[config.mk]
export PLATFORM = sky130hd
export DESIGN_NAME = led_scan_sequencer_flat
export DESIGN_NICKNAME = d
export VERILOG_FILES = /design/src/rtl/led_scan_if.sv /design/src/rtl/led_scan_sequencer.sv /design/src/flat_wrapper.sv
export SDC_FILE = /design/constraint.sdc
export NUM_CORES = 1
export LEC_CHECK = 0
export CORE_AREA = 2 2 83 93
export CTS_CLUSTER_DIAMETER = 50
export DETAILED_ROUTE_END_ITERATION = 7
export DIE_AREA = 0 0 85 95
export PLACE_DENSITY = 0.8
export SYNTH_ARGS = -nofsm -noshare
export SYNTH_HDL_FRONTEND = slang
export SYNTH_SLANG_ARGS = --single-unit
[constraint.sdc]
create_clock -name clk -period 2.4 [get_ports clk]
set_input_delay 0.24 -clock clk [delete_from_list [all_inputs] [get_ports clk]]
set_output_delay 0.24 -clock clk [all_outputs]
set_load 0.01 [all_outputs]
[src/rtl/led_scan_if.sv]
// Control/status bundle between the board push-buttons and the LED scan sequencer.
// Build option LED_SCAN_PWM_DIM_EN adds the 4-bit duty input.
interface led_scan_if;
  logic       next_btn;
  logic       mode_btn;
  logic       enable;
  logic [2:0] select;
  logic       led_status;
  logic       blink_tick;
  logic [1:0] mode;
`ifdef LED_SCAN_PWM_DIM_EN
  logic [3:0] duty;

  modport master (output next_btn, mode_btn, enable, duty,
                  input  select, led_status, blink_tick, mode);
  modport slave  (input  next_btn, mode_btn, enable, duty,
                  output select, led_status, blink_tick, mode);
`else
  modport master (output next_btn, mode_btn, enable,
                  input  select, led_status, blink_tick, mode);
  modport slave  (input  next_btn, mode_btn, enable,
                  output select, led_status, blink_tick, mode);
`endif
endinterface

[src/rtl/led_scan_sequencer.sv]
// LED scan sequencer: debounced buttons, blink prescaler, MANUAL/AUTO_UP/PING_PONG select stepping.
// Build option LED_SCAN_PWM_DIM_EN adds PWM dimming of led_status via bus.duty.
module led_scan_sequencer #(
  parameter int BLINK_DIV       = 25000000,
  parameter int DEBOUNCE_CYCLES = 1000000,
  parameter int DWELL_BLINKS    = 4
) (
  input logic       clk,
  input logic       rst_n,
  led_scan_if.slave bus
);

  localparam int PW  = $clog2(BLINK_DIV);
  localparam int DBW = $clog2(DEBOUNCE_CYCLES + 1);
  localparam int DWW = $clog2(DWELL_BLINKS + 1);

  typedef enum logic [1:0] {MANUAL = 2'd0, AUTO_UP = 2'd1, PING_PONG = 2'd2} mode_e;

  // Returns {down, select} after one step under the given mode's rule.
  function automatic logic [3:0] step_sel(input mode_e m, input logic [2:0] s, input logic down);
    logic [2:0] ns;
    logic       nd;
    ns = s + 3'd1;
    nd = down;
    if (m == PING_PONG) begin
      if (!down) begin
        if (s == 3'd7) begin ns = 3'd6; nd = 1'b1; end
        else           begin ns = s + 3'd1; nd = (s == 3'd6); end
      end else begin
        if (s == 3'd0) begin ns = 3'd1; nd = 1'b0; end
        else           begin ns = s - 3'd1; nd = (s != 3'd1); end
      end
    end
    return {nd, ns};
  endfunction

  logic [1:0]     btn_raw, btn_p0, btn_p1, btn_lvl, btn_press;
  logic [DBW-1:0] db_cnt [2];
  logic           next_press, mode_press;

  assign btn_raw    = {bus.mode_btn, bus.next_btn};
  assign next_press = btn_press[0];
  assign mode_press = btn_press[1];

  // Stage p0/p1: two-flop synchroniser, then per-button debounce and rising-edge pulse
  always_ff @(posedge clk or negedge rst_n) begin
    if (!rst_n) begin
      btn_p0    <= '0;
      btn_p1    <= '0;
      btn_lvl   <= '0;
      btn_press <= '0;
      db_cnt[0] <= '0;
      db_cnt[1] <= '0;
    end else begin
      btn_p0 <= btn_raw;
      btn_p1 <= btn_p0;
      for (int i = 0; i < 2; i++) begin
        btn_press[i] <= 1'b0;
        if (btn_p1[i] == btn_lvl[i]) begin
          db_cnt[i] <= '0;
        end else if (db_cnt[i] == DBW'(DEBOUNCE_CYCLES - 1)) begin
          db_cnt[i]    <= '0;
          btn_lvl[i]   <= btn_p1[i];
          btn_press[i] <= btn_p1[i];
        end else begin
          db_cnt[i] <= db_cnt[i] + DBW'(1);
        end
      end
    end
  end

  mode_e mode_q, mode_n;
  logic  is_auto;

  always_ff @(posedge clk or negedge rst_n) begin
    if (!rst_n) mode_q <= MANUAL;
    else        mode_q <= mode_n;
  end

  always_comb begin
    mode_n = mode_q;
    if (mode_press) begin
      case (mode_q)
        MANUAL:  mode_n = AUTO_UP;
        AUTO_UP: mode_n = PING_PONG;
        default: mode_n = MANUAL;
      endcase
    end
  end

  always_comb begin
    is_auto = (mode_q != MANUAL);
  end

  logic [PW-1:0]  presc_q, presc_n;
  logic [DWW-1:0] dwell_q, dwell_n;
  logic [2:0]     sel_q, sel_n;
  logic           blink_q, blink_n, tick_q, tick_n, down_q, down_n, run_q, run_n;
  logic           wrap, advance;
  logic [3:0]     step;

  // run_q low means the previous cycle was disabled, so the next enabled cycle restarts the blink
  always_comb begin
    presc_n = presc_q;
    dwell_n = dwell_q;
    blink_n = blink_q;
    tick_n  = 1'b0;
    sel_n   = sel_q;
    down_n  = down_q;
    run_n   = run_q;
    advance = 1'b0;
    wrap    = (presc_q == PW'(BLINK_DIV - 1));
    step    = step_sel(mode_q, sel_q, down_q);
    if (mode_press) begin
      presc_n = '0;
      dwell_n = '0;
      blink_n = bus.enable;
      down_n  = 1'b0;
      run_n   = bus.enable;
    end else if (!bus.enable) begin
      presc_n = '0;
      dwell_n = '0;
      blink_n = 1'b0;
      run_n   = 1'b0;
    end else if (next_press && is_auto) begin
      {down_n, sel_n} = step;
      presc_n = '0;
      dwell_n = '0;
      blink_n = 1'b1;
      run_n   = 1'b1;
    end else begin
      if (!run_q) begin
        presc_n = '0;
        dwell_n = '0;
        blink_n = 1'b1;
        run_n   = 1'b1;
      end else if (wrap) begin
        presc_n = '0;
        blink_n = ~blink_q;
        tick_n  = 1'b1;
        if (!blink_q) begin
          if (dwell_q == DWW'(DWELL_BLINKS - 1)) begin
            dwell_n = '0;
            advance = 1'b1;
          end else begin
            dwell_n = dwell_q + DWW'(1);
          end
        end
      end else begin
        presc_n = presc_q + PW'(1);
      end
      if (is_auto ? advance : next_press) {down_n, sel_n} = step;
    end
  end

  always_ff @(posedge clk or negedge rst_n) begin
    if (!rst_n) begin
      presc_q <= '0;
      dwell_q <= '0;
      sel_q   <= 3'd0;
      blink_q <= 1'b1;
      tick_q  <= 1'b0;
      down_q  <= 1'b0;
      run_q   <= 1'b1;
    end else begin
      presc_q <= presc_n;
      dwell_q <= dwell_n;
      sel_q   <= sel_n;
      blink_q <= blink_n;
      tick_q  <= tick_n;
      down_q  <= down_n;
      run_q   <= run_n;
    end
  end

`ifdef LED_SCAN_PWM_DIM_EN
  logic [3:0] pwm_cnt_q;
  logic       led_q, pwm_on;

  assign pwm_on = (pwm_cnt_q < bus.duty) || (bus.duty == 4'hF);

  // Dimmed output registered from the next blink value so it stays aligned with blink_tick
  always_ff @(posedge clk or negedge rst_n) begin
    if (!rst_n) begin
      pwm_cnt_q <= 4'd0;
      led_q     <= 1'b1;
    end else begin
      pwm_cnt_q <= pwm_cnt_q + 4'd1;
      led_q     <= blink_n & pwm_on;
    end
  end

  assign bus.led_status = led_q;
`else
  assign bus.led_status = blink_q;
`endif

  assign bus.select     = sel_q;
  assign bus.blink_tick = tick_q;
  assign bus.mode       = logic'(mode_q[1]) ? 2'd2 : {1'b0, mode_q[0]};

endmodule

[src/flat_wrapper.sv]
// flat-port wrapper written by rule: the top's interface ports become plain ports
module led_scan_sequencer_flat 
#(
  parameter int BLINK_DIV       = 25000000,
  parameter int DEBOUNCE_CYCLES = 1000000,
  parameter int DWELL_BLINKS    = 4
)
  (clk, rst_n, bus_next_btn, bus_mode_btn, bus_enable, bus_select, bus_led_status, bus_blink_tick, bus_mode);
  led_scan_if bus_i ();
  input logic clk;
  input logic rst_n;
  input wire logic [$bits(bus_i.next_btn)-1:0] bus_next_btn;
  input wire logic [$bits(bus_i.mode_btn)-1:0] bus_mode_btn;
  input wire logic [$bits(bus_i.enable)-1:0] bus_enable;
  output wire logic [$bits(bus_i.select)-1:0] bus_select;
  output wire logic [$bits(bus_i.led_status)-1:0] bus_led_status;
  output wire logic [$bits(bus_i.blink_tick)-1:0] bus_blink_tick;
  output wire logic [$bits(bus_i.mode)-1:0] bus_mode;
  assign bus_i.next_btn = bus_next_btn;
  assign bus_i.mode_btn = bus_mode_btn;
  assign bus_i.enable = bus_enable;
  assign bus_select = bus_i.select;
  assign bus_led_status = bus_i.led_status;
  assign bus_blink_tick = bus_i.blink_tick;
  assign bus_mode = bus_i.mode;
  led_scan_sequencer #(.BLINK_DIV(BLINK_DIV), .DEBOUNCE_CYCLES(DEBOUNCE_CYCLES), .DWELL_BLINKS(DWELL_BLINKS)) u_core (.clk(clk), .rst_n(rst_n), .bus(bus_i));
endmodule
After elaboration in Yosys (flattened, before gate mapping)
Cells that the tools add are included.

word-level totals
  register bits = 85
  input port bits = 5
  logic and storage cells = 106
  output and inout port bits = 7

cells by class
  reductions and logical operators = 12
  mux-type cells = 56
  bitwise gates (word level) = 4
  $add $sub $neg = 6
  equal/unequal tests = 13

operators by type and width
  cell                                                                     number
  25-bit two-way mux                                                       5
  20-bit two-way mux                                                       4
  20-bit by 1-bit adder with 20-bit output, second input constant          2
  20-bit == test, second input constant                                    2
  3-bit two-way mux                                                        13
  1-bit two-way mux                                                        32
  25-bit by 1-bit adder with 25-bit output, second input constant          1
  25-bit == test, second input constant                                    1
  5-bit by 4-bit inequality test with 1-bit output, second input constant  2
  2-bit AND reduction                                                      4
  3-bit by 1-bit adder with 3-bit output, second input constant            2
  3-bit == test, second input constant                                     2
  2-bit nonzero test                                                       3
  1-bit NOT                                                                4
  2-bit one-hot mux with 2 select lines                                    1
  3-bit by 2-bit == test with 1-bit output, second input constant          1
  3-bit zero test                                                          1
  3-bit by 1-bit inequality test with 1-bit output, second input constant  1
  3-bit AND reduction                                                      1
  3-bit nonzero test                                                       1
  3-bit by 1-bit subtractor with 3-bit output, second input constant       1
  1-bit == test                                                            2
  2-bit by 1-bit == test with 1-bit output, second input constant          1
  2-bit == test, second input constant                                     1
  other kinds (3)                                                          3

Depth between registers and ports, before layout
Gate-level depths: netlist (run 1).

  depth in word-level cells = 13
  mapped depth = 8
  mapped depth without buffers = 8

Least setup slack after synthesis (run 1)
No wires, ideal clock.

  path kind = reg-to-reg
  start = reg u_core.db_cnt[0] (netlist bit)
  end = reg u_core.db_cnt[10] (netlist bit)
  slack = 0.540 ns
  arrival = 1.728 ns
  period minus slack after synthesis = 1.860 ns
  buffers on the path = 1
  stages on the path, launching flop included = 8
  setup time = 0.132 ns
  required time = 2.268 ns
  cells stage by stage = dfrtp_1 -> ha_1 -> and4_1 -> and2_1 -> nand4_1 -> nand2_1 -> clkbuf_1 -> nor2_1

between the ends
  longest elaborated chain between the ends = 3
  elaborated cells between the ends (all ways) = 4
  classes of those cells = 1 x add/sub; 1 x eq/ne; 2 x mux

RTL lines
  item                                                                        RTL line                                            RTL
  from (decl)                                                                 led_scan_sequencer.sv:38                            logic [DBW-1:0] db_cnt [2];
  from (signal, indexed assignment)                                           led_scan_sequencer.sv:66                            db_cnt[i] <= db_cnt[i] + DBW'(1);
  20-bit by 1-bit adder with 20-bit output or 20-bit == test (tied branches)  led_scan_sequencer.sv:66, led_scan_sequencer.sv:61
  20-bit two-way mux *                                                        led_scan_sequencer.sv:61                            end else if (db_cnt[i] == DBW'(DEBOUNCE_CYCLES - 1)) begin
  20-bit two-way mux *                                                        led_scan_sequencer.sv:59                            if (btn_p1[i] == btn_lvl[i]) begin

Mark *: on every way between the ends. The rest lies on a longest branch, timed or not.
A chain may end at the register's enable or synchronous reset.

Worst setup path after layout (run 1)
  start = reg u_core.presc_q[15]
  end = reg u_core.sel_q[1] (netlist: u_core.bus.select[1])

between the ends
  longest elaborated chain between the ends = 9

RTL lines
  item                                  RTL line                   RTL
  from (decl)                           led_scan_sequencer.sv:95   logic [PW-1:0] presc_q, presc_n;
  from (signal assigned)                led_scan_sequencer.sv:166  presc_q <= presc_n;
  25-bit == test                        led_scan_sequencer.sv:112  wrap = (presc_q == PW'(BLINK_DIV - 1));
  1-bit two-way mux                     led_scan_sequencer.sv:137  end else if (wrap) begin
  1-bit two-way mux                     led_scan_sequencer.sv:132  if (!run_q) begin
  1-bit two-way mux                     led_scan_sequencer.sv:125  end else if (next_press && is_auto) begin
  1-bit two-way mux                     led_scan_sequencer.sv:120  end else if (!bus.enable) begin
  1-bit two-way mux                     led_scan_sequencer.sv:114  if (mode_press) begin
  1-bit two-way mux                     led_scan_sequencer.sv:152  if (is_auto ? advance : next_press) {down_n, sel_n} = step;
  2-bit nonzero test (no source line)   -
  3-bit AND reduction (no source line)  -
  to (signal assigned)                  led_scan_sequencer.sv:168  sel_q <= sel_n;
  to (decl)                             led_scan_sequencer.sv:97   logic [2:0] sel_q, sel_n;

No other way between the ends. The select of a mux whose other input is x is not followed.

==> results.yml, run 1 <==
run_status:
  status: "complete, no violations"
clock_tree:
  cts_resized: 0
  clk_path_buf_depth: 2
  clk_pin_slew_ns: 0.08
  clk_latency_ns: 0.34
  cts_inserted_buffers: 9
  ctsHoldBuffers: 1
  cts_tree: "done"
  htree_levels: 3
  cts_root_buf: "clkbuf_8"
  cts.sinks: 85
  cts_setup_buffers: 0
place:
  gp_congestion: 0.806
  dp_hpwl_um: 4940
  io_buffers: 11
  place_inst: 505
global_routing:
  grt_pass1_wl_um: 12700
  grt_pass1_vias: 2870
  antenna_found_initial: 0
  grt_usage: 0.198
  grt-ovfl-total: 0
  grt_max_degree: 44
routing:
  dr_total_vias: 2887
  ant_nets: 0
  routed_via_density: 5.53
  routed_wl_um: 7260
  first_iter_violations: 133
  detail_route.wl_per_cell_um: 13.9
  drc_errors: 0
  first_pass_iters: 4
logic_synthesis:
  synthCells: 406
  synth.distinct_cells: 45
  ys_top_cells_by_area: "dfrtp_1, xor2_1, nor2_1"
  synth_nets: 423
  synthArstFlopShare: 1.00
  yosys.area.top_type_share: 0.502
  synth_edf_count: 0
  yosysWarnings: 0
  syn_area_per_cell_um2: 10.2
  synth_top_flop_cell: "dfrtp_1"
  syn_area_um2: 4140
  ys_ff_latch: 85
  synth_largest_area_cell: "dfrtp_1"
  yosysSeqAreaShare: 0.514
die:
  fp.coreArea_um2: 7230
  die-area_um2: 8080
  die_y_um: 95
  pin_count: 12
  die_w_um: 85
  rows: 33
  initial_utilization: 0.573
finish:
  multi_input_area_um2: 1930
  fin_util: 0.638
  nets: 447
  nFillCells: 556
  seqCellArea_um2: 2130
  fin_cells: 522
  final_layout_size_suffix_gt1_frac: 0.0851
  syn_to_final_growth_pct: 11.3
  diodes: 0
worst_setup_path:
  crit_path_max_fanout: 5
  r2r_start: "u_core.presc_q[15]"
  cp-startpoint: "u_core.presc_q[15]"
  worst_ep_required_time_ns: 2.63
  critPathCaptureType: "register"
  crit_type: "reg -> reg"
  critPathLaunchType: "register"
  arrival_ns: 2.48
timing:
  fin_crit_ns: 2.24
  final.period_utilization: 0.935
  slew_headroom: 0.467
  slew_viol_final: 0
  skew_ns: 0.0101
  hold_violations: 0
  rsz0062_at_grt: "false"
  tightest_slew_ns: 0.792
  setup_viol: 0
  setup-tns-final_ns: 0
  whs_ns: 0.322
  fmax_mhz: 446
worst_hold_path:
  min_from: "bus_next_btn"
  min_path_type: "in -> reg"
power:
  leakagePower_uw: 0.00200
  irDropWorstVdd_mv: 0.348
  powerDensity_nw_per_um2: 564
flow_run:
  drv_cap: 0
==> logic make-up (layout without fill, tap and decap cells) <==
group / count (synthesis) / in the layout / share of synthesized area
muxes: 8 / 8 / 0.0208
xor gates and xnor gates: 62 / 62 / 0.131
adders and majority gates: 12 / 12 / 0.0363
and+or+nand+nor: 201 / 201 / 0.252
DFF: 85 / 85 / 0.514
AOI/OAI and AO/OA: 17 / 17 / 0.0248
buffers and inverters: 21 / 50 / 0.0208
==> flip-flops by register name (all words and copies together), names as in the netlist <==
signal and flops:
u_core.bus.select 3, u_core.run_q 1, u_core.down_q 1, u_core.bus.blink_tick 1, u_core.btn_p1 2, u_core.presc_q 25
u_core.btn_p0 2, u_core.db_cnt 40, u_core.mode_q 2, u_core.bus.led_status 1, u_core.btn_press 2, u_core.btn_lvl 2
u_core.dwell_q 3
==> per-layer routing <==
layer | up-vias | share of wire | global-route usage | wire [µm]
li1 | 1430 | - | - | -
met2 | 43 | 0.50 | 0.337 | 3620
met1 | 1400 | 0.46 | 0.249 | 3310
met5 | - | 0 | 0 | 0
met4 | 0 | 0.022 | 0.0873 | 161
met3 | 14 | 0.024 | 0.0315 | 173
==> report_power, final <==
part / switching (µW) / internal, µW / leakage, µW / total [µW]
clock network: 471 / 569 / 0.000104 / 1040
logic: 62.7 / 33.4 / 0.000739 / 96.1
registers: 16.2 / 1450 / 0.00116 / 1460
==> through the flow <==
step,total power (µW),area [µm²],worst slack [ns]
global placement,1590,4390,0.427
detailed placement,1590,4390,0.224
floorplan,1530,4140,0.540
finish,2600,4610,0.156
global route,2710,4610,0.0570
CTS,2630,4610,0.187
==> worst paths after layout <==
check	endpoint	slack (ns)	cells after the start
worst max-delay path	u_core.bus.select[1]	0.16	5
worst min-delay path	u_core.btn_p0[0]	0.32	1
worst max register to register	u_core.bus.select[1]	0.16	5
worst min register to register	u_core.btn_p1[1]	0.35	0
max in group asynchronous	u_core.db_cnt[9]	1.38	3
min in group asynchronous	u_core.db_cnt[37]	0.40	2
==> area by class of cell <==
| class | instances | share of cell area |
|---|---|---|
| timing repair buffer | 19 | 0.0396 |
| inverter | 15 | 0.0122 |
| multi-input combinational | 300 | 0.418 |
| tap | 87 | 0.0236 |
| clock buffer | 15 | 0.0383 |
| clock inverter | 1 | 0.00651 |
| sequential | 85 | 0.462 |
==> critical path, cell delays in order (launching register included) <==
cell     delay, ns
dfrtp_1       0.44
nor4b_1       0.60
and4_1        0.31
a31oi_1       0.15
nor2_1        0.26
mux2_2        0.37
==> synth_stat cells (3+ instances only) <==
cell and count:
and4_1 7, ha_1 12, o21ai_0 4, nor4b_1 3, nor2_1 79, a31oi_1 3
buf_2 3, nand3_1 26, nor3_1 8, xor2_1 35, dfrtp_1 83, nand4_1 14
inv_1 15, and3_1 5, nand2_1 23, xnor2_1 27, and2_1 5, nor4_1 10
mux2i_1 3, a21oi_1 5, mux2_2 5
==> placed cells by master (no fill, tap or decap), drive strengths merged, types with 2 or more instances in the layout <==
master	synthesis	layout
nor2b	2	2
nor3	8	8
dfstp	2	2
xor2	35	35
and2b	2	2
nor2	79	79
mux2i	3	3
ha	12	12
xnor2	27	27
nand4	15	15
and3b	3	3
o21ai	4	4
buf	4	8
inv	15	15
clkdlybuf4s50	0	10
mux2	5	5
nor3b	2	2
clkbuf	2	15
nor4	10	10
nand2b	2	2
a21oi	5	5
and4	8	8
nand3	27	27
and2	6	6
and3	5	5
nand2	23	23
dfrtp	83	83
a31oi	3	3
nor4b	4	4
No activity file was read; power rests on OpenSTA's default activity.
==> run 2, diff against run 1 <==
- SETUP_SLACK_MARGIN: default -> 0.02
==> results of run 2 <==
The final DEF is identical to that of run 1; final timing and power are the same.
==> run 3, diff against run 2 <==
- PLACE_DENSITY: 0.8 -> default
- PLACE_DENSITY_LB_ADDON: default -> 0.15
- TNS_END_PERCENT: default -> 20
- clock period: 2.4 -> 2.51 ns (I/O delays scaled with it)
==> results.yml, run 3 (synthesis gave the netlist of run 1 again) <==
run_status:
  status: "complete, no violations"
worst_hold_path:
  whs_path_depth: 1
  whs_endpoint: "u_core.btn_p0[0]"
  min_from: "bus_next_btn"
  min_path_type: "in -> reg"
timing:
  slew_viol_final: 0
  hold_violations: 0
  final.period_utilization: 0.825
  slew_headroom: 0.547
  fin_crit_ns: 2.07
  rsz0062_at_grt: "false"
  setup-tns-final_ns: 0
  skew_ns: 0.0112
  fmax_mhz: 483
  setup_viol: 0
  tightest_slew_ns: 0.673
finish:
  nFillCells: 596
  diodes: 0
  fin_util: 0.635
  regMostFlops: "u_core.db_cnt"
  top_regs: "u_core.db_cnt: 40 flops, u_core.presc_q: 25 flops"
  final_area_um2: 4590
  syn_to_final_growth_pct: 10.8
  multi_input_area_um2: 1930
  final_layout_size_suffix_gt1_frac: 0.0940
  nets: 448
  seqCellArea_um2: 2130
  layout.cells.most_common: "dfrtp_1"
  largest_reg_flops: 40
  layout_common_cells: "dfrtp_1, nor2_1, xor2_1"
clock_tree:
  clk_pin_slew_ns: 0.08
  cts_root_buf: "clkbuf_8"
  htree_levels: 3
  clk_latency_ns: 0.35
  cts_tree: "done"
  cts_inserted_buffers: 9
  cts_setup_buffers: 0
  cts.sinks: 85
  clk_path_buf_depth: 2
place:
  placed_area_um2: 4400
  io_buffers: 11
  gp_congestion: 0.776
  dp_hpwl_um: 4800
global_routing:
  grt_max_degree: 53
  grt_usage: 0.188
  grt_pass1_vias: 2713
  grt_pass1_wl_um: 12100
  antenna_found_initial: 0
  grt-ovfl-total: 0
worst_setup_path:
  rr_worst_depth: 5
  critPathCaptureType: "register"
  crit_path_max_fanout: 5
  crit_type: "reg -> reg"
  crit_chain: "nor4b_1, and4_1, a31oi_1, nor2_1, mux2_2"
  critPathLaunchType: "register"
  r2r_start: "u_core.presc_q[15]"
  worstReg2RegEnd: "u_core.bus.select[1]"
  cp-startpoint: "u_core.presc_q[15]"
  reg2reg_setup_slack_ns: 0.44
  slowest_stage: "nor4b_1"
  critPathMaxStageDelay_ns: 0.48
  arrival_ns: 2.31
  worst_ep_required_time_ns: 2.75
routing:
  routed_wl_um: 6940
  first_iter_violations: 125
  ant_nets: 0
  first_pass_iters: 4
  drc_errors: 0
  routed_via_density: 5.47
  detail_route.wl_per_cell_um: 13.3
  dr_total_vias: 2859
die:
  die_w_um: 85
  rows: 33
  pin_count: 12
  initial_utilization: 0.573
  die_y_um: 95
  fp.coreArea_um2: 7230
  die-area_um2: 8080
power:
  powerDensity_nw_per_um2: 512
  irDropWorstVdd_mv: 0.353
  leakagePower_uw: 0.00199
flow_run:
  drv_cap: 0
-- run 3: how the worst max path moves through the flow --
stage	endpoint	depth (start not counted)
after detailed placement	u_core.bus.select[1]	5
after floorplan	u_core.db_cnt[10]	7
after CTS	u_core.dwell_q[1]	6
final	u_core.bus.select[1]	5
after global routing	u_core.bus.select[1]	5
after global placement	u_core.bus.select[1]	5
-- run 3: worst max-delay path: cells and delay by family (launching register included) --
family	cells	cell delay (ns)
AND/OR/NAND/NOR	3	1.01
flip-flops	1	0.43
multiplexers	1	0.37
AO/OA/AOI/OAI	1	0.15
-- run 3: power by group --
group	total (µW)	leakage [µW]	internal (µW)	switching, µW
sequential	1400	0.00116	1380	15.1
clock	856	0.0000880	382	474
combinational	93.5	0.000743	32.7	60.8
total	2350	0.00199	1800	550
-- run 3: per-layer routing --
| metal | track usage | routed length, µm | vias up |
|---|---|---|---|
| li1 | - | - | 1428 |
| met1 | 0.250 | 3420 | 1392 |
| met2 | 0.302 | 3220 | 29 |
| met3 | 0.0420 | 178 | 10 |
| met4 | 0.0754 | 117 | 0 |
| met5 | 0 | 0 | - |
-- run 3: timing repair --
action,4_1_cts,5_1_grt
gates resized for setup,0,0
endpoints found under the hold margin,48,0
hold buffers,1,0
setup endpoints to repair,0,0
-- run 3: area by class of cell --
type | count | area share
Tap cell | 87 | 0.0237
Clock buffer | 10 | 0.0300
Inverter | 15 | 0.0123
Clock inverter | 6 | 0.00846
Timing Repair Buffer | 20 | 0.0415
Sequential cell | 85 | 0.464
Multi-Input combinational cell | 300 | 0.420
-- run 3: through the flow --
stage	hold WS [ns]	worst slack, ns	power (µW)	instances
floorplan	-0.0446	0.650	1460	406
global placement	0.330	0.511	1520	506
detailed placement	0.336	0.485	1520	506
CTS	0.317	0.458	2390	523
global route	0.311	0.336	2470	523
finish	0.334	0.440	2350	523
